**src/rtl/m_rect_fill_pkg.sv**
```systemverilog
// -----------------------------------------------------------------------------
// m_rect_fill_pkg
// Shared definitions for the rectangle-fill engine and the display controller:
// visible screen size, fill-engine state encoding and small unsigned helpers.
// -----------------------------------------------------------------------------
package m_rect_fill_pkg;

   // Visible screen size in pixels. Video memory itself is 256x256.
   localparam int P_W = 240;
   localparam int P_H = 240;

   typedef enum logic [1:0] {
      ST_IDLE = 2'd0,
      ST_CLIP = 2'd1,
      ST_FILL = 2'd2,
      ST_DONE = 2'd3
   } state_t;

   function automatic logic [7:0] u8_min(input logic [7:0] a, input logic [7:0] b);
      return (a < b) ? a : b;
   endfunction

   function automatic logic [7:0] u8_max(input logic [7:0] a, input logic [7:0] b);
      return (a < b) ? b : a;
   endfunction

endpackage

```
**src/rtl/m_rect_fill.sv**
```systemverilog
// -----------------------------------------------------------------------------
// m_rect_fill
// Fills an axis-aligned rectangle of video memory with one RGB565 colour.
// A command gives two arbitrary corners; the block orders them, clips the
// rectangle to the visible area and emits one write per pixel in raster order.
//
// Ports
//   w_clk, w_rst_n          clock, asynchronous active-low reset
//   w_cmd_valid/ready       command handshake (ready only while idle)
//   w_cmd_x0/y0/x1/y1       rectangle corners, any order
//   w_cmd_color             fill colour (RGB565)
//   w_stall                 writer back-pressure; current write is held
//   r_st_we/wadr/wdata      video-memory write port, wadr = {y, x}
//   w_busy                  high whenever not idle
//   r_done                  one-cycle pulse when a command has finished
// -----------------------------------------------------------------------------
module m_rect_fill #(
   parameter int P_W = m_rect_fill_pkg::P_W,
   parameter int P_H = m_rect_fill_pkg::P_H
) (
   input  logic        w_clk,
   input  logic        w_rst_n,
   input  logic        w_cmd_valid,
   output logic        w_cmd_ready,
   input  logic [7:0]  w_cmd_x0,
   input  logic [7:0]  w_cmd_y0,
   input  logic [7:0]  w_cmd_x1,
   input  logic [7:0]  w_cmd_y1,
   input  logic [15:0] w_cmd_color,
   input  logic        w_stall,
   output logic        r_st_we,
   output logic [15:0] r_st_wadr,
   output logic [15:0] r_st_wdata,
   output logic        w_busy,
   output logic        r_done
);
   import m_rect_fill_pkg::*;

   localparam logic [7:0] C_XMAX = 8'(P_W - 1);
   localparam logic [7:0] C_YMAX = 8'(P_H - 1);

   state_t      state_q, state_d;
   logic [7:0]  cx0_q, cx0_d, cy0_q, cy0_d, cx1_q, cx1_d, cy1_q, cy1_d;
   logic [15:0] color_q, color_d;
   logic [7:0]  xl_q, xl_d, xh_q, xh_d, yh_q, yh_d;
   logic [7:0]  x_q, x_d, y_q, y_d;
   logic        we_q, we_d;
   logic        done_q, done_d;

   // Ordered and clipped bounds of the captured command (used in CLIP only).
   logic [7:0]  ord_xl, ord_xh, ord_yl, ord_yh;
   logic [7:0]  clp_xh, clp_yh;
   logic        clip_empty;

   assign ord_xl = u8_min(cx0_q, cx1_q);
   assign ord_xh = u8_max(cx0_q, cx1_q);
   assign ord_yl = u8_min(cy0_q, cy1_q);
   assign ord_yh = u8_max(cy0_q, cy1_q);

   assign clp_xh = (ord_xh > C_XMAX) ? C_XMAX : ord_xh;
   assign clp_yh = (ord_yh > C_YMAX) ? C_YMAX : ord_yh;

   // Entirely off-screen: the low corner is already past the visible edge.
   assign clip_empty = (ord_xl > C_XMAX) || (ord_yl > C_YMAX);

   // Ready is masked while reset is held so nothing looks acceptable then.
   assign w_cmd_ready = (state_q == ST_IDLE) && w_rst_n;
   assign w_busy      = (state_q != ST_IDLE);
   assign r_st_we     = we_q;
   assign r_st_wadr   = {y_q, x_q};
   assign r_st_wdata  = color_q;
   assign r_done      = done_q;

   always_comb begin
      state_d = state_q;
      cx0_d   = cx0_q;
      cy0_d   = cy0_q;
      cx1_d   = cx1_q;
      cy1_d   = cy1_q;
      color_d = color_q;
      xl_d    = xl_q;
      xh_d    = xh_q;
      yh_d    = yh_q;
      x_d     = x_q;
      y_d     = y_q;
      we_d    = we_q;
      done_d  = 1'b0;

      case (state_q)
         ST_IDLE: begin
            if (w_cmd_valid && w_cmd_ready) begin
               cx0_d   = w_cmd_x0;
               cy0_d   = w_cmd_y0;
               cx1_d   = w_cmd_x1;
               cy1_d   = w_cmd_y1;
               color_d = w_cmd_color;
               state_d = ST_CLIP;
            end
         end
         ST_CLIP: begin
            if (clip_empty) begin
               done_d  = 1'b1;
               state_d = ST_DONE;
            end else begin
               xl_d    = ord_xl;
               xh_d    = clp_xh;
               yh_d    = clp_yh;
               x_d     = ord_xl;
               y_d     = ord_yl;
               we_d    = 1'b1;
               state_d = ST_FILL;
            end
         end
         ST_FILL: begin
            // we_q is always high here; a write retires on every unstalled edge.
            if (!w_stall) begin
               if (x_q == xh_q) begin
                  if (y_q == yh_q) begin
                     we_d    = 1'b0;
                     done_d  = 1'b1;
                     state_d = ST_DONE;
                  end else begin
                     x_d = xl_q;
                     y_d = y_q + 8'd1;
                  end
               end else begin
                  x_d = x_q + 8'd1;
               end
            end
         end
         ST_DONE: begin
            state_d = ST_IDLE;
         end
         default: state_d = ST_IDLE;
      endcase
   end

   always_ff @(posedge w_clk or negedge w_rst_n) begin
      if (!w_rst_n) begin
         state_q <= ST_IDLE;
         cx0_q   <= '0;
         cy0_q   <= '0;
         cx1_q   <= '0;
         cy1_q   <= '0;
         color_q <= '0;
         xl_q    <= '0;
         xh_q    <= '0;
         yh_q    <= '0;
         x_q     <= '0;
         y_q     <= '0;
         we_q    <= 1'b0;
         done_q  <= 1'b0;
      end else begin
         state_q <= state_d;
         cx0_q   <= cx0_d;
         cy0_q   <= cy0_d;
         cx1_q   <= cx1_d;
         cy1_q   <= cy1_d;
         color_q <= color_d;
         xl_q    <= xl_d;
         xh_q    <= xh_d;
         yh_q    <= yh_d;
         x_q     <= x_d;
         y_q     <= y_d;
         we_q    <= we_d;
         done_q  <= done_d;
      end
   end

endmodule
```
**config.mk**
```make
export PLATFORM = sky130hd
export DESIGN_NAME = m_rect_fill
export DESIGN_NICKNAME = d
export VERILOG_FILES = /design/src/rtl/m_rect_fill_pkg.sv /design/src/rtl/m_rect_fill.sv
export SDC_FILE = /design/constraint.sdc
export NUM_CORES = 1
export LEC_CHECK = 0
export BUFFER_PORTS_ARGS = -buffer_cell sky130_fd_sc_hd__buf_2
export CORE_UTILIZATION = 51
export DETAILED_ROUTE_END_ITERATION = 8
export GPL_TIMING_DRIVEN = 1
export PLACE_DENSITY_LB_ADDON = 0.2
export RECOVER_POWER = 50
export SYNTH_ARGS = -nofsm -noshare
export SYNTH_HDL_FRONTEND = slang
export SYNTH_SLANG_ARGS = --single-unit
```
**constraint.sdc**
```tcl
create_clock -name w_clk -period 2.45 [get_ports w_clk]
set_input_delay 0 -clock w_clk [delete_from_list [all_inputs] [get_ports w_clk]]
set_output_delay 0 -clock w_clk [all_outputs]
set_load 0.005 [all_outputs]
```
==> impl_metrics.csv, run 1 <==
group,metric,value,unit
floorplan,rows,36,
sta,min_period,2.49,ns
clocking,path_clk_slew,0.09,ns
logic_synthesis,synth_area,0.00521,mm2
sta,holdWs,-0.00792,ns
layout,nets,743,
logic_synthesis,synth_cell_types,58,
clocking,cts_tree,"yes",
floorplan,die_height,103,um
routing,drt_pass1_iterations,4,
grt,grtUsageTotal,0.275,
routing,antenna_left,0,
logic_synthesis,avgSynthCellArea,10.7,um2
sta,finalWorstSetupSlack,-0.0375,ns
logic_synthesis,synth_flop_cell,"dfrtp_1",
logic_synthesis,synthSimpleGateAreaFrac,0.116,
sta,rsz0062_at_grt,"true",
status,violations,"hold timing, setup timing",
layout,diodes,0,
logic_synthesis,ys_seq_area_frac,0.442,
placed_design,gp_congestion,0.893,
placed_design,dp_hpwl,8770,um
logic_synthesis,syn_nets,557,
clocking,clk_latency,0.36,ns
worst_setup_path,cp-start-kind,"register",
logic_synthesis,synth_seq_cells,92,
sta,maxClockFrequency,402,MHz
grt,grt_max_degree,73,
logic_synthesis,synth_xor_area_frac,0.0370,
floorplan,core-area,0.00982,mm2
logic_synthesis,synth_commonest_cells,"dfrtp_1 (92), mux2_2 (58), nand2_1 (41), o21ai_0 (31), a21oi_1 (24)",
worst_setup_path,cp_max_fo,17,
sta,finClkSkew,0.00927,ns
power_and_ir_drop,p_leak,3.30,nW
floorplan,dieArea,0.0106,mm2
logic_synthesis,ys_async_sr_fraction,1.00,
sta,slew_headroom,0.209,
worst_setup_path,endpoint_kind,"register",
clocking,htree_levels,3,
clocking,cts_sinks,92,
clocking,clockRootBuffer,"clkbuf_8",
floorplan,ios,88,
clocking,cts_buffer_depth,2,
placed_design,place_ws,-0.0887,ns
sta,tightest_slew,1.19,ns
routing,wl,13900,um
worst_setup_path,worstPathArrival,2.75,ns
logic_synthesis,synth_top_family_by_area,"multiplexers",
routing,drt_iter0_drc,250,
floorplan,start_util,0.531,
logic_synthesis,synth_largest_area_cell,"dfrtp_1",
grt,gr-total-overflow,0,
worst_hold_path,hold_class,"in -> reg",
logic_synthesis,syn_inst,486,
floorplan,die_w,103,um
layout,syn2layout_area_growth,35.3,%
logic_synthesis,synth.most_common_cell,"dfrtp_1",
routing,viasPerCell,5.60,
power_and_ir_drop,ir_drop,0.825,mV
logic_synthesis,synth_fa_ha_area_frac,0.0456,
logic_synthesis,synth_edf_count,0,
routing,wl_per_cell,17.1,um
worst_setup_path,worstSetupPathType,"reg -> reg",
sta,finalSetupViolations,9,
power_and_ir_drop,power_density,1480,mW/mm2
grt,grt_pass1_wl,22100,um
logic_synthesis,yosysTopAreaCellShare,0.442,
routing,drc,0,
logic_synthesis,ys_warn_count,0,
placed_design,placement.io_buffers,87,
sta,slew_violations,0,
sta,finalCritPeriodShare,1.02,
sta,hold_viol,1,
clocking,cts_made_buffers,9,
grt,antenna_found_initial,0,
logic_synthesis,synthMuxAreaShare,0.168,
status,status,"complete, but fails checks",
grt,grt_pass1_vias,4432,
routing,vias,4540,
logic_synthesis,synth_compound_area_frac,0.156,
flow_run,maxCapViolations,0,
layout,drive_gt1_frac,0.363,
logic_synthesis,synthTopCellsByArea,"dfrtp_1 (44%), mux2_2 (13%), ha_1 (4.6%)",
worst_setup_path,required,2.71,ns
-- cells by family after synthesis --
| logic type | after synthesis |
|---|---|
| adder cells (fa/ha/maj) | 19 |
| buffers and inverters | 44 |
| XOR/XNOR | 22 |
| AO/OA/AOI/OAI | 114 |
| flip-flops | 92 |
| AND/OR/NAND/NOR | 115 |
| multiplexers | 80 |
-- state kept, by name (all words and copies together), names as in the netlist, 8 cells and up --
register and flops:
r_st_wdata 16, cx0_q 8, cx1_q 8, cy0_q 8, cy1_q 8, x_q 8
xh_q 8, xl_q 8, y_q 8, yh_q 8
-- stage by stage --
step,total power [mW],cells,utilization,instance area [um2],TNS [ns]
finish,10.5,810,0.719,7060,-0.196
CTS,9.89,804,0.705,6920,-0.00647
global route,11.2,810,0.719,7060,-1.43
global placement,8.42,736,0.624,6130,-0.152
detailed placement,8.61,736,0.624,6130,-0.519
floorplan,6.69,486,-,5210,0
-- cell usage in the layout (no fill, tap or decap), drive strengths merged, types with 3 or more instances in the layout --
cell | netlist | routed
nor2 | 18 | 18
a21oi | 24 | 24
dfrtp | 92 | 92
nand2b | 4 | 4
clkinvlp | 0 | 3
o21a | 3 | 3
mux2 | 60 | 60
nand3 | 14 | 14
dlygate4sd3 | 0 | 49
and3 | 7 | 7
and4 | 4 | 4
mux2i | 20 | 20
nor3 | 4 | 4
nand4 | 7 | 7
nor4 | 6 | 6
o211ai | 10 | 10
clkbuf | 10 | 34
a21o | 14 | 14
a2111oi | 3 | 3
inv | 23 | 24
and2 | 3 | 3
xor2 | 13 | 13
nand2 | 41 | 41
buf | 11 | 124
o2111a | 3 | 3
o21ai | 33 | 33
ha | 19 | 19
a31oi | 4 | 4
xnor2 | 9 | 9
-- area by class of cell --
cell class	count	area, um2
multi-input combinational	350	2950
fill	730	2760
sequential	92	2300
timing repair buffer	196	1370
tap	133	166
clock buffer	11	141
inverter	23	86.3
clock inverter	5	36.3
-- critical path, cell delays in order, from the launching register on --
cell	delay, ns
dfrtp_1	0.38
inv_1	0.10
ha_1	0.28
a21o_1	0.21
a221oi_2	0.21
o21a_1	0.25
buf_6	0.20
nor2_1	0.08
a21oi_1	0.27
o21ai_0	0.13
mux2_4	0.28
-- worst paths after layout --
path                                         to  cells past startpoint                 start  slack [ns]
setup / recovery             x_q[3]$_DFFE_PN0P_                     10  cx1_q[4]$_DFFE_PN0P_       -0.04
hold / removal                 r_done$_DFF_PN0_                      4               w_stall      -0.008
setup reg to reg             x_q[3]$_DFFE_PN0P_                     10  cx1_q[4]$_DFFE_PN0P_       -0.04
hold reg to reg             xl_q[6]$_DFFE_PN0P_                      2   xl_q[6]$_DFFE_PN0P_        0.50
max in group asynchronous  cy0_q[0]$_DFFE_PN0P_                      3               w_rst_n        0.56
min in group asynchronous   xl_q[4]$_DFFE_PN0P_                      2               w_rst_n        0.38
-- report_power, final --
group | switching, mW | internal (mW) | total [mW]
combinational | 3.23 | 3.35 | 6.58
sequential | 0.648 | 2.28 | 2.93
clock | 0.544 | 0.399 | 0.943
-- what timing repair did --
action | 4_1_cts | 5_1_grt
hold buffers | 49 | 0
endpoints found under the setup margin | 12 | 26
pin swaps | 10 | 16
resized for setup | 15 | 29
buffers inserted | 3 | 6
cloned | 0 | 0
hold endpoints to repair | 68 | 0
-- metal layers --
layer,part of all wire,track usage
met2,0.48,0.444
met1,0.45,0.378
met5,0,0
met3,0.053,0.0420
met4,0.024,0.0964
Power figures use the tool's default switching activity.
==> inputs of run 2 (changes only) <==
--- a/config.mk
+++ b/config.mk
@@ -9,6 +9,7 @@
 export CORE_UTILIZATION = 51
 export DETAILED_ROUTE_END_ITERATION = 8
 export GPL_TIMING_DRIVEN = 1
+export HOLD_SLACK_MARGIN = 0.02
 export PLACE_DENSITY_LB_ADDON = 0.2
 export RECOVER_POWER = 50
 export SYNTH_ARGS = -nofsm -noshare
==> run 2 against run 1 <==
Effect of this change: the flow finishes with violations (setup timing); sequential power is essentially flat; via count grew 0.20%; critical path depth unchanged; die area did not move; cell count rose by 0.12%; design area rose by 0.14%; register-to-register slack about the same; power is essentially flat; global-route usage unchanged; first-iteration DRC count is 0.80% higher; largest power group unchanged.
==> impl_metrics.csv, run 2 (synthesized netlist as in run 1, its figures left out) <==
group,metric,value,unit
status,violations,"setup timing",
sta,rsz0062_at_grt,"true",
sta,finClkSkew,0.00857,ns
floorplan,die_w,103,um
routing,antenna_left,0,
placed_design,gp_congestion,0.893,
clocking,htree_levels,3,
layout,syn2layout_area_growth,35.5,%
placed_design,placement.io_buffers,87,
placed_design,place_area,0.00613,mm2
routing,drc,0,
grt,grtUsageTotal,0.275,
layout,diodes,0,
power_and_ir_drop,p_int,6.03,mW
placed_design,dp.cells,736,
floorplan,core-area,0.00982,mm2
power_and_ir_drop,pwr-share-comb,0.630,
sta,finalCritPeriodShare,1.01,
sta,tightest_slew,1.20,ns
sta,maxClockFrequency,403,MHz
layout,multi_input_area,0.00295,mm2
grt,top_usage_layer,"met2",
power_and_ir_drop,switching_share,0.423,
routing,drt_iter0_drc,252,
sta,finalSetupViolations,9,
worst_hold_path,min_path_cells,5,
worst_setup_path,cp_max_fo,17,
power_and_ir_drop,power_density,1480,mW/mm2
power_and_ir_drop,seqPwrFrac,0.280,
grt,use_met2,0.444,
worst_setup_path,critPathSlowestCell,"dfrtp_1",
clocking,cts_sinks,92,
worst_setup_path,ff2ff_path_depth,10,
sta,finalWorstSetupSlack,-0.0313,ns
grt,grt_pass1_vias,4432,
worst_setup_path,worstPathArrival,2.74,ns
layout,drive_gt1_frac,0.363,
layout,final_util,0.720,
routing,drt_pass1_iterations,4,
grt,antenna_found_initial,0,
clocking,cts_made_buffers,9,
worst_setup_path,cp_cell_sequence,"inv_1 > ha_1 > a21o_1 > a221oi_2 > o21a_1 > buf_6 > nor2_1 > a21oi_1 > o21ai_0 > mux2_4",
routing,wl_per_cell,17.1,um
grt,grt_max_degree,73,
layout,final_common_cell,"dfrtp_1",
worst_hold_path,hold_class,"in -> reg",
layout,largest_reg_flops,16,
floorplan,ios,88,
layout,instances_no_fill,811,
grt,grt_pass1_wl,22100,um
floorplan,start_util,0.531,
layout,design_area,0.00707,mm2
power_and_ir_drop,p_clk_frac,0.090,
worst_setup_path,path_buf_inv,2,
worst_setup_path,critPathTopFamily,"compound AO/OA/AOI/OAI gates",
floorplan,dieArea,0.0106,mm2
clocking,path_clk_slew,0.09,ns
power_and_ir_drop,p_leak,3.31,nW
worst_setup_path,cp_num_cells,10,
placed_design,dp_hpwl,8770,um
worst_setup_path,cp-start-kind,"register",
sta,min_period,2.48,ns
sta,hold_viol,0,
layout,seq_area,0.00230,mm2
clocking,clockRootBuffer,"clkbuf_8",
layout,fillers,729,
clocking,clk_latency,0.36,ns
worst_setup_path,required,2.71,ns
grt,met3_usage,0.0420,
grt,gr-total-overflow,0,
clocking,cts_buffer_depth,2,
layout,layout_common_cells,"dfrtp_1 (92), buf_2 (70), mux2_2 (53)",
floorplan,die_height,103,um
power_and_ir_drop,power.total,10.4,mW
sta,setup_tns,-0.184,ns
worst_setup_path,worstSetupPathType,"reg -> reg",
sta,slew_violations,0,
worst_setup_path,endpoint_kind,"register",
power_and_ir_drop,ir_drop,0.828,mV
floorplan,rows,36,
routing,vias,4549,
clocking,cts_tree,"yes",
routing,wl,13800,um
sta,slew_headroom,0.200,
power_and_ir_drop,switchingPower,4.42,mW
status,status,"complete, but fails checks",
flow_run,maxCapViolations,0,
layout,nets,744,
worst_setup_path,slowest_delay,0.38,ns
routing,viasPerCell,5.61,
grt,grt_util_met1,0.378,
[run 2: changes by cell type in the layout (fill, tap and decap cells not counted), sizes merged]
cell,previous run,this run
dlygate4sd3,49,50
[run 2: path summary, 6_finish.rpt]
| check | startpoint | end | slack, ns |
|---|---|---|---|
| max | cx1_q[4]$_DFFE_PN0P_ | x_q[3]$_DFFE_PN0P_ | -0.03 |
| min | w_cmd_valid | state_q[1]$_DFFE_PN0P_ | 0.12 |
| max reg2reg | cx1_q[4]$_DFFE_PN0P_ | x_q[3]$_DFFE_PN0P_ | -0.03 |
| min reg2reg | xl_q[6]$_DFFE_PN0P_ | xl_q[6]$_DFFE_PN0P_ | 0.49 |
| max in group asynchronous | w_rst_n | cx1_q[7]$_DFFE_PN0P_ | 0.53 |
| min in group asynchronous | w_rst_n | xl_q[4]$_DFFE_PN0P_ | 0.39 |
[run 2: layout make-up]
cell class                      instances  share of cell area
Inverter                               23              0.0122
Clock inverter                          5             0.00514
Multi-Input combinational cell        350               0.418
Tap cell                              133              0.0236
Timing Repair Buffer                  197               0.195
Sequential cell                        92               0.326
Clock buffer                           11              0.0200
[run 2: power by group through the flow]
stage	Sequential [mW]	Clock [mW]	Combinational [mW]
after CTS	2.87	0.958	6.06
after floorplan	2.88	0	3.81
after detailed placement	2.89	0	5.72
after global routing	3.02	1.02	7.19
after global placement	2.86	0	5.56
final	2.93	0.941	6.58
[run 2: tightest hold or removal path, cell delays in order]
cell and delay [ns]:
buf_2 0.10, nand2_2 0.08, a22oi_1 0.11, nand2_1 0.08, o21ai_0 0.06
[run 2: timing repair]
| item | CTS | global route |
|---|---|---|
| buffers inserted | 3 | 6 |
| gates cloned | 0 | 0 |
| endpoints found under the setup margin | 12 | 26 |
| hold buffers | 50 | 0 |
| resized for setup | 15 | 29 |
| endpoints found under the hold margin | 69 | 0 |
| pin swaps | 10 | 16 |
[run 2: routing by layer]
layer | wire (um) | vias up | part of all wire
met5 | 0 | - | 0
li1 | - | 2147 | -
met3 | 750 | 33 | 0.054
met1 | 6140 | 2221 | 0.44
met2 | 6580 | 148 | 0.48
met4 | 371 | 0 | 0.027
[run 2: metrics by stage]
stage / setup WS (ns) / hold WS, ns
floorplan: 0.108 / -0.296
global placement: -0.0782 / -0.0972
detailed placement: -0.0887 / -0.0902
CTS: -0.00425 / 0.0481
global route: -0.124 / 0.137
finish: -0.0313 / 0.118
==> inputs of run 3 (changes only) <==
==> constraint.sdc (replaced) <==
create_clock -name w_clk -period 2 [get_ports w_clk]
set_input_delay 0 -clock w_clk [delete_from_list [all_inputs] [get_ports w_clk]]
set_output_delay 0 -clock w_clk [all_outputs]
set_load 0.005 [all_outputs]
==> run 3 against run 2 <==
Effect of this change: the flow still finishes with violations (setup timing); largest cell class unchanged; global-route usage increased by 3.6 points; sequential power is 19% higher; fmax barely moved.
==> impl_metrics.csv, run 3 (synthesized netlist as in run 1, its figures left out) <==
group,metric,value,unit
status,status,"complete, but fails checks",
status,violations,"setup timing",
layout,layout_common_cells,"buf_4 (109), dfrtp_1 (92), buf_2 (72)",
worst_setup_path,endpoint_kind,"register",
layout,diodes,0,
sta,finalWorstSetupSlack,-0.481,ns
clocking,cts_sinks,92,
routing,drt_iter0_drc,267,
routing,drc,0,
routing,wl,16100,um
grt,grt_max_degree,48,
power_and_ir_drop,switchingPower,6.07,mW
grt,grt_pass1_vias,5102,
power_and_ir_drop,power_density,1920,mW/mm2
placed_design,dp_hpwl,9930,um
power_and_ir_drop,switching_share,0.408,
power_and_ir_drop,seqPwrFrac,0.235,
routing,vias,4901,
worst_setup_path,required,2.25,ns
flow_run,maxCapViolations,0,
power_and_ir_drop,p_int,8.80,mW
floorplan,start_util,0.531,
worst_hold_path,min_path_cells,3,
grt,grtUsageTotal,0.311,
sta,rsz0062_at_grt,"true",
worst_setup_path,r2r-end,"x_q[4]$_DFFE_PN0P_",
placed_design,dp.cells,788,
floorplan,dieArea,0.0106,mm2
worst_hold_path,hold_path_end,"cy0_q[6]$_DFFE_PN0P_",
floorplan,core-area,0.00982,mm2
floorplan,ios,88,
sta,maxClockFrequency,403,MHz
clocking,path_clk_slew,0.09,ns
worst_hold_path,min_from,"w_cmd_valid",
sta,finalCritPeriodShare,1.24,
worst_setup_path,cp_max_fo,8,
sta,tightest_slew,0.931,ns
layout,syn2layout_area_growth,48.4,%
routing,viasPerCell,5.63,
placed_design,placement.io_buffers,87,
layout,largest_reg_flops,16,
clocking,cts_made_buffers,9,
layout,seq_area,0.00230,mm2
sta,slew_headroom,0.379,
layout,nets,803,
layout,drive_gt1_frac,0.459,
layout,fillers,598,
worst_setup_path,regToRegStartpoint,"cx1_q[6]$_DFFE_PN0P_",
power_and_ir_drop,pwr-share-comb,0.668,
floorplan,die_w,103,um
layout,final_util,0.788,
routing,wl_per_cell,18.5,um
grt,gr-total-overflow,0,
clocking,htree_levels,3,
sta,hold_viol,0,
placed_design,gp_congestion,0.898,
worst_setup_path,cp-start-kind,"register",
worst_setup_path,cp_cell_sequence,"inv_2 > ha_4 > a41o_1 > a21oi_2 > a2bb2oi_2 > o211ai_1 > buf_4 > o21ai_4 > o21ai_4 > mux2_4",
sta,slew_violations,0,
worst_setup_path,cpMostUsedCell,"o21ai_4",
power_and_ir_drop,p_leak,3.66,nW
power_and_ir_drop,ir_drop,0.969,mV
placed_design,place_area,0.00663,mm2
placed_design,place_ws,-0.538,ns
worst_hold_path,hold_class,"in -> reg",
worst_setup_path,worstSetupPathType,"reg -> reg",
sta,finalSetupViolations,43,
worst_setup_path,reg2reg_slack,-0.48,ns
floorplan,die_height,103,um
worst_setup_path,slowest_delay,0.41,ns
clocking,clk_latency,0.37,ns
sta,holdWs,0.0893,ns
worst_setup_path,worstPathArrival,2.73,ns
floorplan,rows,36,
grt,grt_pass1_wl,24800,um
power_and_ir_drop,p_clk_frac,0.097,
clocking,cts_tree,"yes",
sta,min_period,2.48,ns
layout,design_area,0.00774,mm2
clocking,clockRootBuffer,"clkbuf_8",
layout,multi_input_area,0.00310,mm2
routing,drt_pass1_iterations,4,
routing,antenna_left,0,
grt,antenna_found_initial,0,
sta,finClkSkew,0.00909,ns
layout,final_common_cell,"buf_4",
layout,instances_no_fill,870,
worst_setup_path,ff2ff_path_depth,10,
worst_setup_path,critPathSlowestCell,"dfrtp_1",
clocking,cts_buffer_depth,2,
## run 3: cell count changes in the layout (fill, tap and decap cells not counted), moves of 5 or more
cell      before  now
clkbuf_1      24   16
buf_4         49  109
o21ai_1        0    9
a21oi_1       21   16
o21ai_0       31   21
## run 3: stage by stage
step,power (mW),setup TNS (ns)
floorplan,8.54,-7.46
global placement,11.3,-12.53
detailed placement,11.7,-15.67
CTS,14.1,-10.54
global route,15.8,-19.82
finish,14.9,-15.29
## run 3: what timing repair did
item / 4_1_cts / 5_1_grt
gates cloned: 2 / 0
pin swaps: 21 / 18
setup buffers: 6 / 13
gates resized for setup: 51 / 24
hold endpoints to repair: 140 / 0
endpoints found under the setup margin: 43 / 44
hold buffers: 49 / 0
## run 3: metal layers
layer  global-route usage  wire length (um)
met5                    0                 0
met4                0.107               407
met3               0.0678               874
met2                0.532              7940
met1                0.390              6870
## run 3: how the worst max path moves through the flow
stage / slack [ns] / from / depth (start not counted) / to
2_1_floorplan: -0.26 / cx0_q[6]$_DFFE_PN0P_ / 9 / x_q[6]$_DFFE_PN0P_
3_3_place_gp: -0.43 / cy1_q[5]$_DFFE_PN0P_ / 10 / x_q[7]$_DFFE_PN0P_
3_5_place_dp: -0.54 / cy1_q[5]$_DFFE_PN0P_ / 11 / y_q[5]$_DFFE_PN0P_
4_1_cts: -0.40 / cx1_q[7]$_DFFE_PN0P_ / 9 / x_q[4]$_DFFE_PN0P_
5_1_grt: -0.59 / cx1_q[6]$_DFFE_PN0P_ / 10 / x_q[4]$_DFFE_PN0P_
6_report: -0.48 / cx1_q[6]$_DFFE_PN0P_ / 10 / x_q[4]$_DFFE_PN0P_
## run 3: layout make-up
cell class | count | area share
Timing Repair Buffer | 256 | 0.240
Clock buffer | 11 | 0.0183
Inverter | 23 | 0.0112
Multi-Input combinational cell | 350 | 0.401
Clock inverter | 5 | 0.0108
Tap cell | 133 | 0.0215
Sequential cell | 92 | 0.297
## run 3: worst max-delay path: cells and delay by family, from the launching register on
family / cells / cell delay [ns]
buffers and inverters: 2 / 0.27
AOI/OAI and AO/OA: 6 / 1.16
muxes: 1 / 0.32
adders and majority gates: 1 / 0.21
DFF: 1 / 0.41
## run 3: power groups by stage
stage	Sequential, mW	Combinational, mW	Clock (mW)
after floorplan	3.56	4.98	0
after global placement	3.36	7.96	0
after detailed placement	3.43	8.25	0
after CTS	3.42	9.28	1.43
after global routing	3.58	10.7	1.53
final	3.50	9.93	1.44
